### src/rtl/tcm_port_arb.sv
// Arbiter sharing one 64-bit TCM RAM port between the CPU data port and an external (AXI) port.
// Define TCM_ARB_FAIR_EN to replace fixed external priority with starvation-bounded alternation.
module tcm_port_arb #(
    parameter int unsigned STARVE_LIMIT = 4
) (
    input  logic        clk,
    input  logic        rst_n,
    input  logic        mem_d_rd_i,
    input  logic [3:0]  mem_d_wr_i,
    input  logic [31:0] mem_d_addr_i,
    input  logic [31:0] mem_d_data_wr_i,
    input  logic [10:0] mem_d_req_tag_i,
    output logic        mem_d_accept_o,
    output logic        mem_d_ack_o,
    output logic [10:0] mem_d_resp_tag_o,
    output logic [31:0] mem_d_data_rd_o,
    input  logic        ext_rd_i,
    input  logic [3:0]  ext_wr_i,
    input  logic [31:0] ext_addr_i,
    input  logic [31:0] ext_write_data_i,
    output logic        ext_accept_o,
    output logic        ext_ack_o,
    output logic [31:0] ext_read_data_o,
    output logic [12:0] ram_addr_o,
    output logic [63:0] ram_data_o,
    output logic [7:0]  ram_wr_o,
    input  logic [63:0] ram_data_i,
    output logic        arb_owner_o
);

    typedef enum logic {ST_CPU = 1'b0, ST_EXT = 1'b1} state_e;

    state_e      state_q;
    logic        hi_q;
    logic        cpu_ack_q;
    logic        ext_ack_q;
    logic [10:0] tag_q;

    logic        cpu_req;
    logic        ext_req;
    logic        go_ext;
    logic        go_cpu;
    logic        cpu_acc;
    logic        ext_acc;
    logic [31:0] owner_addr;
    logic [31:0] owner_wdata;
    logic [3:0]  owner_wr;

    assign cpu_req = mem_d_rd_i | (mem_d_wr_i != 4'h0);
    assign ext_req = ext_rd_i | (ext_wr_i != 4'h0);
    assign cpu_acc = cpu_req & (state_q == ST_CPU);
    assign ext_acc = ext_req & (state_q == ST_EXT);

`ifdef TCM_ARB_FAIR_EN
    localparam logic [3:0] WAIT_MAX = 4'(STARVE_LIMIT - 1);

    logic [3:0] ext_wait_q;
    logic [3:0] cpu_wait_q;

    assign go_ext = ext_req & (!cpu_req | (ext_wait_q == WAIT_MAX));
    assign go_cpu = !ext_req | (cpu_req & (cpu_wait_q == WAIT_MAX));

    // Each side's counter only runs while the other side owns the port; saturates at 15.
    always_ff @(posedge clk or negedge rst_n) begin
        if (!rst_n) begin
            ext_wait_q <= 4'h0;
            cpu_wait_q <= 4'h0;
        end else if (state_q == ST_CPU) begin
            cpu_wait_q <= 4'h0;
            if (go_ext)
                ext_wait_q <= 4'h0;
            else if (ext_req && ext_wait_q != 4'hF)
                ext_wait_q <= ext_wait_q + 4'h1;
        end else begin
            ext_wait_q <= 4'h0;
            if (go_cpu)
                cpu_wait_q <= 4'h0;
            else if (cpu_req && cpu_wait_q != 4'hF)
                cpu_wait_q <= cpu_wait_q + 4'h1;
        end
    end
`else
    assign go_ext = ext_req;
    assign go_cpu = !ext_req;
`endif

    assign owner_addr  = (state_q == ST_EXT) ? ext_addr_i       : mem_d_addr_i;
    assign owner_wdata = (state_q == ST_EXT) ? ext_write_data_i : mem_d_data_wr_i;
    assign owner_wr    = (state_q == ST_EXT) ? ext_wr_i         : mem_d_wr_i;

    // Strobes are zero whenever the owner is not writing, so non-owner writes never land.
    assign ram_addr_o = owner_addr[15:3];
    assign ram_data_o = owner_addr[2] ? {owner_wdata, 32'h0} : {32'h0, owner_wdata};
    assign ram_wr_o   = owner_addr[2] ? {owner_wr, 4'h0}     : {4'h0, owner_wr};

    always_ff @(posedge clk or negedge rst_n) begin
        if (!rst_n) begin
            state_q   <= ST_CPU;
            hi_q      <= 1'b0;
            cpu_ack_q <= 1'b0;
            ext_ack_q <= 1'b0;
            tag_q     <= 11'h0;
        end else begin
            hi_q      <= owner_addr[2];
            cpu_ack_q <= cpu_acc;
            ext_ack_q <= ext_acc;
            if (cpu_acc)
                tag_q <= mem_d_req_tag_i;
            case (state_q)
                ST_CPU:  if (go_ext) state_q <= ST_EXT;
                ST_EXT:  if (go_cpu) state_q <= ST_CPU;
                default: state_q <= ST_CPU;
            endcase
        end
    end

    assign mem_d_accept_o   = (state_q == ST_CPU);
    assign ext_accept_o     = (state_q == ST_EXT);
    assign arb_owner_o      = state_q;
    assign mem_d_ack_o      = cpu_ack_q;
    assign ext_ack_o        = ext_ack_q;
    assign mem_d_resp_tag_o = tag_q;
    assign mem_d_data_rd_o  = hi_q ? ram_data_i[63:32] : ram_data_i[31:0];
    assign ext_read_data_o  = hi_q ? ram_data_i[63:32] : ram_data_i[31:0];

    logic unused_addr_bits;
    assign unused_addr_bits = &{1'b0, mem_d_addr_i[31:16], mem_d_addr_i[1:0],
                                ext_addr_i[31:16], ext_addr_i[1:0]};

endmodule

### config.mk
export PLATFORM = sky130hd
export DESIGN_NAME = tcm_port_arb
export DESIGN_NICKNAME = d
export VERILOG_FILES = /design/src/rtl/tcm_port_arb.sv
export SDC_FILE = /design/constraint.sdc
export NUM_CORES = 1
export LEC_CHECK = 0
export BUFFER_PORTS_ARGS = -buffer_cell sky130_fd_sc_hd__clkbuf_2
export CAP_MARGIN = 20
export CORE_AREA = 2 2 147 149
export DETAILED_ROUTE_END_ITERATION = 16
export DIE_AREA = 0 0 149 151
export MAX_ROUTING_LAYER = met4
export RECOVER_POWER = 100
export SLEW_MARGIN = 20
export SYNTH_ARGS = -nofsm -noshare
export SYNTH_HDL_FRONTEND = slang
export SYNTH_SLANG_ARGS = --single-unit
### constraint.sdc
create_clock -name clk -period 1.4 [get_ports clk]
set_input_delay 0.21 -clock clk [delete_from_list [all_inputs] [get_ports clk]]
set_output_delay 0.21 -clock clk [all_outputs]
set_load 0.1 [all_outputs]
# [Word level (Yosys, flattened, before mapping)]
# Cells that the tools add are included.
[word_totals] regBits=15 output_inout_bits=165 word_cells=19
[classes] mux=7 bitwise_logic=5 n_reduce_logical=2
[op_table] op="32-bit 2-to-1 mux" n=2
[op_table] op="64-bit 2-to-1 mux" n=1
[op_table] op="16-bit 2-to-1 mux" n=1
[op_table] op="8-bit 2-to-1 mux" n=1
[op_table] op="4-bit nonzero test" n=2
[op_table] op="4-bit 2-to-1 mux" n=1
[op_table] op="1-bit AND" n=2
[op_table] op="1-bit bitwise OR" n=2
[op_table] op="1-bit 2-to-1 mux" n=1
[op_table] op="1-bit NOT" n=1

# [Logic depth before layout (Yosys ltp)]
# Gate-level depths: netlist (run 1).
[depth] depth_word=3 depth_mapped=5 ltp_nobuf=3

# [Worst setup path before layout (run 1)]
# No wires, ideal clock.
[synth_timing] path_type="register -> output" startpoint="register state_q, in the netlist arb_owner_o" endpoint="output port ram_data_o[10]" arrival_ps=3122 t_required_ps=1190 path_slack_ps=-1932 stages_incl_launch_ff=6 n_path_buf=2 cell_sequence="dfrtp_1 > buf_2 > mux2i_4 > inv_4 > buf_2 > nor2_1"
[synth_between] elab_chain_cells=2
[synth_rtl] element="from (decl)" line_no="33" source="state_e state_q;"
[synth_rtl] element="from (signal assigned)" line_no="98" source="state_q <= ST_CPU;"
[synth_rtl] element="from (signal assigned)" line_no="110" source="ST_CPU: if (go_ext) state_q <= ST_EXT;"
[synth_rtl] element="from (signal assigned)" line_no="111" source="ST_EXT: if (go_cpu) state_q <= ST_CPU;"
[synth_rtl] element="32-bit 2-to-1 mux / 16-bit 2-to-1 mux (equally long branches)" line_no="88, 87"
[synth_rtl] element="64-bit 2-to-1 mux *" line_no="93" source="assign ram_data_o = owner_addr[2] ? {owner_wdata, 32'h0} : {32'h0, owner_wdata};"
[synth_rtl] element="to (decl)" line_no="25" source="output logic [63:0] ram_data_o,"
# Mark *: on every way between the ends. The rest lies on a longest branch, timed or not.

# [Worst setup path after layout (run 1)]
[layout_timing] startpoint="register state_q, in the netlist arb_owner_o" endpoint="output port ram_addr_o[0]"
[layout_between] elab_chain_cells=1
[layout_rtl] element="16-bit 2-to-1 mux" line_no="87" source="assign owner_addr = (state_q == ST_EXT) ? ext_addr_i : mem_d_addr_i;"
[layout_rtl] element="to (decl)" line_no="24" source="output logic [12:0] ram_addr_o,"
# No other way between the ends.

==> impl_metrics.toml, run 1 <==
[run_status]
status = "complete, but fails checks"
violations = "setup timing"

[pwr]
p_switching_mw = 3.92
combPwrFrac_pct = 83.2
clkPwrFrac_pct = 8.5
swShare_pct = 58.4
internal_power_mw = 2.79
p_per_area_nw_per_um2 = 882
seqPwrFrac_pct = 8.3
ir_drop_uv = 504
leakage_nw = 3.56

[final_layout]
fin_nets = 801
fill_cells = 2002
layout-drive-gt1-share_pct = 94.2
seq_area_um2 = 380
diodes = 0
multi_input_area_um2 = 2090
area_growth_pct = 256
fin_cells = 860

[global_route]
grt_pass1_vias = 3329
grt_pass1_wl_mm = 19.9
busiest_layer = "met2"
met3_usage_pct = 3.22
grt_overflow = 0
grt_max_degree = 23
grt_usage_pct = 11.9
grtUsageMet2_pct = 22.0
antenna_found_initial = 0
globalRouteMet1Util_pct = 13.1

[timing]
maxSlewHeadroom_pct = 61.1
slew_viol_final = 0
finalCriticalPeriod_ps = 1900
clock.fmax_mhz = 527
worst_pin_slew_ps = 586
setup_ws_ps = -498
finalSetupViolCount = 163
rsz0062_at_grt = "yes"
clock_skew_ps = 5.72
setup_tns_ps = -56780
min_period_over_period_pct = 136
final_hold_viol_count = 0

[yosys]
syn_nets = 467
synth_top_area_share_pct = 28.5
synth.ff_latch_count = 15
yosysUniqueCellTypes = 14
synth_cells = 252
synth_warnings = 0
synth_top_area_cell = "mux2_2"
ys_seq_area_share_pct = 17.6
netlist_area_um2 = 2130
synth_area_leaders = "mux2_2 28%, dfrtp_1 18%, mux2i_1 17%"
avgSynthCellArea_um2 = 8.47

[worst_setup_path]
path_class = "reg -> out"
cp.required_ps = 1190
worstSetupStartpointType = "flip-flop"
cp_max_fo = 22
end_kind = "output pin"
cp_slowest_cell = "dfrtp_4"
worst_path_most_repeated_cell = "buf_12"
max_stage_delay_ps = 470
critPathArrivalTime_ps = 1690
crit_chain = "buf_12 -> buf_4 -> mux2_2 -> buf_12"

[die]
rows = 53
ios = 380
die_area_um2 = 22500
die_w_um = 149
coreArea_um2 = 20800
start_util_pct = 10.3
die_y_um = 151

[drt]
drc = 0
vias = 3100
drt_wl_total_mm = 14.2
drt-initial-drc-count = 51
drt.antenna.violating_nets = 0
routed_via_density = 3.60
drt_first_pass_iters = 3
wl_per_cell_um = 16.5

[clock_network]
clock_insertion_delay_worst_skew_ps = 250
clkTransAtPathRegs_ps = 50
clockBufferDepth = 2
htreeDepth = 1
tritoncts = "yes"
cts_root_buf = "clkbuf_16"
cts_buffers = 3
cts.sinks = 15

[flow_run]
max-cap-violations = 0

[place]
placed_cells = 838
dp_hpwl_mm = 12.4
pre_cts_ws_ps = -345
gp_congestion = 0.757
io_buffers = 343

[hold_path]
hold_class = "in -> reg"
==> metal layers <==
metal | up-vias | share of wire (%) | routed length, um
met4 | 0 | 1.3 | 190
met5 | - | 0 | 0
met2 | 213 | 54 | 7620
met3 | 8 | 9.8 | 1400
met1 | 1407 | 35 | 5020
li1 | 1472 | - | -
==> synthesized netlist by cell type (all sizes together) <==
master,instances
nand2,1
nor2,74
clkbuf,1
mux2i,37
buf,62
dfrtp,15
a21oi,2
nor3,2
inv,2
mux2,56
==> final timing paths <==
check | slack (ps) | end | depth (start not counted) | from
max in group asynchronous | 640 | arb_owner_o | 2 | rst_n
min in group asynchronous | 430 | mem_d_resp_tag_o[2] | 2 | rst_n
setup reg to reg | -140 | mem_d_resp_tag_o[10] | 4 | arb_owner_o
hold reg to reg | 510 | mem_d_resp_tag_o[6] | 1 | mem_d_resp_tag_o[6]
hold / removal | 190 | mem_d_resp_tag_o[6] | 2 | mem_d_req_tag_i[6]
setup / recovery | -500 | ram_addr_o[0] | 4 | arb_owner_o
==> what timing repair did <==
action	in CTS	in global routing
hold buffers	1	0
pin swaps	1	6
endpoints found under the hold margin	15	0
endpoints found under the setup margin	162	161
gates cloned	6	4
setup buffers	6	2
resized for setup	48	12
==> flip-flops by register name (all words and copies together), names as in the netlist <==
register,flops
arb_owner_o,1
ext_ack_o,1
hi_q,1
mem_d_ack_o,1
mem_d_resp_tag_o,11
==> through the flow <==
step / power [mW] / hold slack (ps) / util, % / cell area, um2
6_report: 6.71 / 193 / 36.5 / 7610
5_1_grt: 6.92 / 199 / 36.5 / 7610
4_1_cts: 6.79 / 190 / 36.1 / 7510
3_5_place_dp: 6.03 / 179 / 33.7 / 7030
3_3_place_gp: 6.00 / 190 / 33.7 / 7030
2_1_floorplan: 4.40 / -85.6 / - / 3240
==> critical path: cells and delay by family (launching register included) <==
family | cells | cell delay (ps)
muxes | 1 | 360
DFF | 1 | 470
buffers and inverters | 3 | 590
==> placed cells by master, fill, tap and decap left out, drive strengths merged <==
cell type | Yosys | routed
buf | 62 | 198
clkbuf | 1 | 196
nor2 | 74 | 74
mux2 | 56 | 56
mux2i | 37 | 37
dfrtp | 15 | 15
nor3 | 2 | 2
inv | 2 | 2
a21oi | 2 | 2
nand2 | 1 | 1
clkinv | 0 | 1
dlygate4sd3 | 0 | 1
==> power by group through the flow <==
stage / sequential (mW) / combinational, mW / clock, mW
global route: 0.567 / 5.74 / 0.618
detailed placement: 0.566 / 5.47 / 0
CTS: 0.557 / 5.64 / 0.594
floorplan: 1.13 / 3.28 / 0
finish: 0.556 / 5.59 / 0.569
global placement: 0.561 / 5.44 / 0
==> layout make-up <==
type                       instances  share of cell area [%]
clock buffer                       3                   0.987
clock inverter                     1                  0.0658
inverter                           2                   0.197
multi-input combinational        172                    27.5
sequential                        15                    5.00
tap                              275                    4.52
timing repair buffer             392                    61.7
==> kinds of logic (layout without fill, tap and decap cells) <==
| kind of cell | after synthesis | after routing | synth area share, % |
|---|---|---|---|
| AOI/OAI and AO/OA | 2 | 2 | 0.469 |
| buffers and inverters | 65 | 398 | 20.8 |
| DFF | 15 | 15 | 17.6 |
| muxes | 93 | 93 | 47.5 |
| and+or+nand+nor | 77 | 77 | 13.7 |
Power figures use the tool's default switching activity.
==> inputs of run 2 (changes only) <==
--- a/config.mk
+++ b/config.mk
@@ -5,6 +5,7 @@
 export SDC_FILE = /design/constraint.sdc
 export NUM_CORES = 1
 export LEC_CHECK = 0
+export ABC_AREA = 1
 export BUFFER_PORTS_ARGS = -buffer_cell sky130_fd_sc_hd__clkbuf_2
 export CAP_MARGIN = 20
 export CORE_AREA = 2 2 147 149
==> run 2 against run 1 <==
Compared with the run above:
- cell count grew 5.3%
- non-clock buffer count shrank 11
- flip-flop and latch count is the same
- the flow still finishes with violations (setup timing)
==> impl_metrics.toml, run 2 <==
[final_layout]
diodes = 0
fin_area_um2 = 7600
fin_nets = 847
fin_util_pct = 36.5
layout-drive-gt1-share_pct = 84.8
area_growth_pct = 239
fin_cells = 906
largest_reg_flops = 11
final_cell_mix = "188 x clkbuf_2, 160 x buf_12, 72 x nor2_4"
layout_commonest_cell = "clkbuf_2"
fill_cells = 1990

[clock_network]
clockBufferDepth = 2
tritoncts = "yes"
cts_root_buf = "clkbuf_16"
cts.sinks = 15
clkTransAtPathRegs_ps = 50
cts_buffers = 3
htreeDepth = 1
clock_insertion_delay_worst_skew_ps = 240

[yosys]
synthMostInstantiatedCell = "nor2_1"
synth.ff_latch_count = 15
netlist_area_um2 = 2240
yosysUniqueCellTypes = 21
synth-compound-area-share_pct = 0.447
synth.mux.area_fraction_pct = 31.3
synth_top_family_by_area = "multiplexers"
ys_seq_area_share_pct = 16.8
synth_warnings = 0
yosys.area_share.simple_pct = 28.4
synth_edf_count = 0
synthArstFlopShare_pct = 100
synth_top_area_cell = "buf_4"
synthAdderAreaFrac_pct = 0
syn_nets = 528
avgSynthCellArea_um2 = 7.16
synth_top_area_share_pct = 17.1
synth_common_cells = "67 x nor2_1, 65 x nand2_1, 51 x buf_4"
synth-xor-area-share_pct = 0
synth_area_leaders = "buf_4 17%, dfrtp_1 17%, mux2i_1 15%"
synth_ff_type = "dfrtp_1"
synth_cells = 313

[hold_path]
hold_end = "mem_d_resp_tag_o[2]"
hold_class = "in -> reg"
min_path_cells = 3
min_from = "mem_d_req_tag_i[2]"

[die]
coreArea_um2 = 20800
die_area_um2 = 22500
die_w_um = 149
ios = 380
start_util_pct = 10.8
rows = 53
die_y_um = 151

[timing]
final_hold_viol_count = 0
finalCriticalPeriod_ps = 1890
rsz0062_at_grt = "yes"
slew_viol_final = 0
maxSlewHeadroom_pct = 44.2
setup_tns_ps = -49200
holdWs_ps = 200
finalSetupViolCount = 163
worst_pin_slew_ps = 837
min_period_over_period_pct = 135
clock.fmax_mhz = 530
setup_ws_ps = -486
clock_skew_ps = 3.54

[run_status]
status = "complete, but fails checks"
violations = "setup timing"

[worst_setup_path]
end_kind = "output pin"
timing.rr.start = "arb_owner_o"
cp_max_fo = 13
cp.required_ps = 1190
worst_r2r_path_depth = 8
path_class = "reg -> out"
crit-reg2reg-capture = "mem_d_resp_tag_o[3]"
worstSetupStartpointType = "flip-flop"
critPathArrivalTime_ps = 1680
rrSetupSlack_ps = -50

[place]
pre_cts_ws_ps = -293
placed_cells = 899
gp_congestion = 0.816
dp_hpwl_mm = 12.4
io_buffers = 343
dpl_cell_area_um2 = 7190

[drt]
routed_via_density = 3.69
drc = 0
drt_first_pass_iters = 4
wl_per_cell_um = 15.4
drt-initial-drc-count = 25
vias = 3341
drt_wl_total_mm = 13.9
drt.antenna.violating_nets = 0

[pwr]
clkPwrFrac_pct = 8.2
seqPwrFrac_pct = 8.2
ir_drop_uv = 326
internal_power_mw = 2.71
p_switching_mw = 3.91
combPwrFrac_pct = 83.5
swShare_pct = 59.0
p_per_area_nw_per_um2 = 871
leakage_nw = 3.58
power.total_mw = 6.62

[global_route]
grt_max_degree = 25
grt_usage_pct = 11.5
grt_pass1_wl_mm = 19.3
grt_pass1_vias = 3540
antenna_found_initial = 0
grt_overflow = 0

[flow_run]
max-cap-violations = 0
[run 2: cell types whose count changed in the layout (fill, tap and decap cells not counted), sizes merged, moves of 2 or more]
cell,previous run,this run
nand2,1,67
mux2,56,32
nand3,0,13
buf,198,189
inv,2,6
mux2i,37,34
a21oi,2,0
nor2,74,76
nor3,2,0
o21ai,0,2
[run 2: repair_timing]
item	4_1_cts	5_1_grt
endpoints found under the hold margin	15	0
cloned	0	1
resized for setup	52	11
hold buffers	1	0
pin swaps	1	2
setup endpoints to repair	163	163
setup buffers	2	0
[run 2: kinds of logic after synthesis]
kind of cell	count (synthesis)
and+or+nand+nor	157
DFF	15
buffers and inverters	73
muxes	66
AOI/OAI and AO/OA	2
[run 2: cell type report]
class,count,area [um2],area share (%)
clock buffers,4,78.8,1.04
inverters,6,32.5,0.428
multi-input cells,225,2330,30.7
flip-flops and latches,15,380,5.00
well taps,275,344,4.53
repair buffers,381,4430,58.3
[run 2: critical path, cell delays in order, from the launching register on]
cell	delay [ps]
dfrtp_4	480
buf_12	160
buf_12	170
mux2i_1	140
buf_4	160
nor2_4	120
buf_12	180
[run 2: worst max path at each step]
stage                           start        endpoint  slack, ps  depth (start not counted)
final                     arb_owner_o  ram_data_o[30]       -490                          6
after global routing      arb_owner_o  ram_data_o[30]       -530                          6
after CTS                 arb_owner_o  ram_data_o[30]       -490                          6
after detailed placement  arb_owner_o     ram_wr_o[5]       -290                          4
after global placement    arb_owner_o     ram_wr_o[5]       -300                          4
after floorplan           arb_owner_o  ram_data_o[10]       -560                          7
[run 2: per-layer routing]
| layer | GRT usage [%] | share of wire (%) | up-vias |
|---|---|---|---|
| li1 | - | - | 1592 |
| met1 | 11.7 | 34 | 1541 |
| met2 | 23.0 | 57 | 204 |
| met3 | 2.53 | 9.0 | 4 |
| met4 | 1.33 | 0.60 | 0 |
| met5 | - | 0 | - |
[run 2: power groups by stage]
stage | sequential [mW] | combinational [mW] | clock, mW
after floorplan | 1.05 | 3.40 | 0
after global placement | 0.549 | 5.46 | 0
after detailed placement | 0.553 | 5.49 | 0
after CTS | 0.548 | 5.58 | 0.553
after global routing | 0.553 | 5.67 | 0.578
final | 0.545 | 5.53 | 0.545
==> inputs of run 3 (changes only) <==
--- a/config.mk
+++ b/config.mk
@@ -6,11 +6,12 @@
 export NUM_CORES = 1
 export LEC_CHECK = 0
 export ABC_AREA = 1
-export BUFFER_PORTS_ARGS = -buffer_cell sky130_fd_sc_hd__clkbuf_2
 export CAP_MARGIN = 20
 export CORE_AREA = 2 2 147 149
+export CTS_CLUSTER_DIAMETER = 200
 export DETAILED_ROUTE_END_ITERATION = 16
 export DIE_AREA = 0 0 149 151
+export DONT_BUFFER_PORTS = 1
 export MAX_ROUTING_LAYER = met4
 export RECOVER_POWER = 100
 export SLEW_MARGIN = 20
==> run 3 against run 2 <==
Compared with the run above:
- the flow still finishes with violations (setup timing)
- core utilization down 3.8 points
- sequential share of layout area up 0.57 points
- count of clock-buffer cells in the layout down 1
- worst setup slack worse by 19 ps
- first-iteration DRC count up 12%
- global-route usage down 0.35 points
- sequential power down 2%
- die area unchanged
- clock power up 5.0%
- critical path type unchanged
- largest cell class unchanged
- largest power group unchanged
==> impl_metrics.toml, run 3 (same netlist as run 2, synthesis figures left out) <==
[final_layout]
layout-drive-gt1-share_pct = 83.5
largest_reg_flops = 11
layout_commonest_cell = "buf_12"
area_growth_pct = 204
fin_area_um2 = 6820
final_cell_mix = "149 x buf_12, 72 x nor2_4, 32 x mux2_4"
fin_nets = 683

[pwr]
leakage_nw = 3.01
ir_drop_uv = 391
p_per_area_nw_per_um2 = 929

[die]
ios = 380
die_y_um = 151
start_util_pct = 10.8
die_area_um2 = 22500
rows = 53
die_w_um = 149
coreArea_um2 = 20800

[drt]
wl_per_cell_um = 18.9
drt_wl_total_mm = 14.1
drt_first_pass_iters = 4
drc = 0
drt-initial-drc-count = 28
vias = 2802
routed_via_density = 3.76
drt.antenna.violating_nets = 0

[global_route]
grt_pass1_wl_mm = 18.1
grt_overflow = 0
grt_max_degree = 34
grt_pass1_vias = 2973
antenna_found_initial = 3
grt_usage_pct = 11.1

[hold_path]
hold_class = "in -> reg"

[run_status]
violations = "setup timing"
status = "complete, but fails checks"

[timing]
clock_skew_ps = 3.89
min_period_over_period_pct = 136
final_hold_viol_count = 0
maxSlewHeadroom_pct = 44.1
rsz0062_at_grt = "yes"
finalSetupViolCount = 164
setup_ws_ps = -506
slew_viol_final = 0
finalCriticalPeriod_ps = 1910
worst_pin_slew_ps = 835
clock.fmax_mhz = 525

[place]
io_buffers = 0
pre_cts_ws_ps = -298
dp_hpwl_mm = 11.7
dpl_cell_area_um2 = 6180
gp_congestion = 0.768

[flow_run]
max-cap-violations = 0

[clock_network]
tritoncts = "yes"
clock_insertion_delay_worst_skew_ps = 250
clkTransAtPathRegs_ps = 50
cts.sinks = 15
clockBufferDepth = 2
cts_root_buf = "clkbuf_16"
htreeDepth = 1
cts_buffers = 3

[worst_setup_path]
max_stage_delay_ps = 570
crit_chain = "clkbuf_16 -> mux2i_2 -> buf_4 -> nor2_4 -> buf_12"
cp_slowest_cell = "dfrtp_4"
cp.required_ps = 1190
path_class = "reg -> out"
critPathArrivalTime_ps = 1700
end_kind = "output pin"
cp_max_fo = 16
worstSetupStartpointType = "flip-flop"
==> run 3: where the power goes <==
part	switching [mW]	internal [mW]	leakage [nW]	total [mW]
logic	3.61	1.62	2.78	5.23
clock network	0.190	0.382	0.0409	0.572
registers	0.0314	0.504	0.183	0.535
==> run 3: final cells by class <==
type,count,area [um2]
Tap cell,275,344
Sequential cell,15,380
Multi-Input combinational cell,225,2270
Inverter,6,35.0
Timing Repair Buffer,217,3700
Clock inverter,1,5.00
Fill cell,2037,14000
Antenna cell,3,7.51
Clock buffer,3,75.1
==> run 3: repair_timing <==
item / 4_1_cts / 5_1_grt
gates cloned: 3 / 3
hold buffers: 1 / 0
setup endpoints to repair: 153 / 163
buffers inserted: 13 / 12
pin swaps: 7 / 16
resized for setup: 58 / 55
endpoints found under the hold margin: 15 / 0
==> run 3: worst paths after layout <==
check	cells past startpoint	to	from	slack [ps]
worst max-delay path	5	ram_data_o[1]	arb_owner_o	-510
min in group asynchronous	1	mem_d_resp_tag_o[9]	rst_n	510
worst max register to register	10	mem_d_resp_tag_o[8]	arb_owner_o	-180
worst min-delay path	2	mem_d_resp_tag_o[6]	mem_d_req_tag_i[6]	110
max in group asynchronous	1	arb_owner_o	rst_n	280
worst min register to register	2	mem_d_resp_tag_o[5]	mem_d_resp_tag_o[5]	470
==> run 3: per-stage QoR <==
| step | setup TNS [ps] | hold WS (ps) | util (%) | std cells | power, mW |
|---|---|---|---|---|---|
| 6_report | -55980 | 106 | 32.7 | 745 | 6.34 |
| 3_5_place_dp | -15510 | -85.1 | 29.7 | 715 | 5.80 |
| 2_1_floorplan | -47890 | -85.6 | - | 313 | 4.45 |
| 5_1_grt | -63360 | 104 | 32.7 | 745 | 6.51 |
| 3_3_place_gp | -13850 | -85.3 | 29.7 | 715 | 5.76 |
| 4_1_cts | -60160 | 99.3 | 32.2 | 736 | 6.53 |
==> run 3: worst max-delay path: cells and delay by family (launching register included) <==
family	cells	cell delay (ps)
flops	1	570
simple gates	1	120
mux	1	160
buf+inv	3	570
==> run 3: metal layers <==
metal	wire length, um	vias to the layer above	GRT usage (%)
met2	8020	213	22.0
met5	0	-	-
met3	1280	4	2.56
met1	4680	1308	11.3
li1	-	1277	-
met4	68	0	2.00
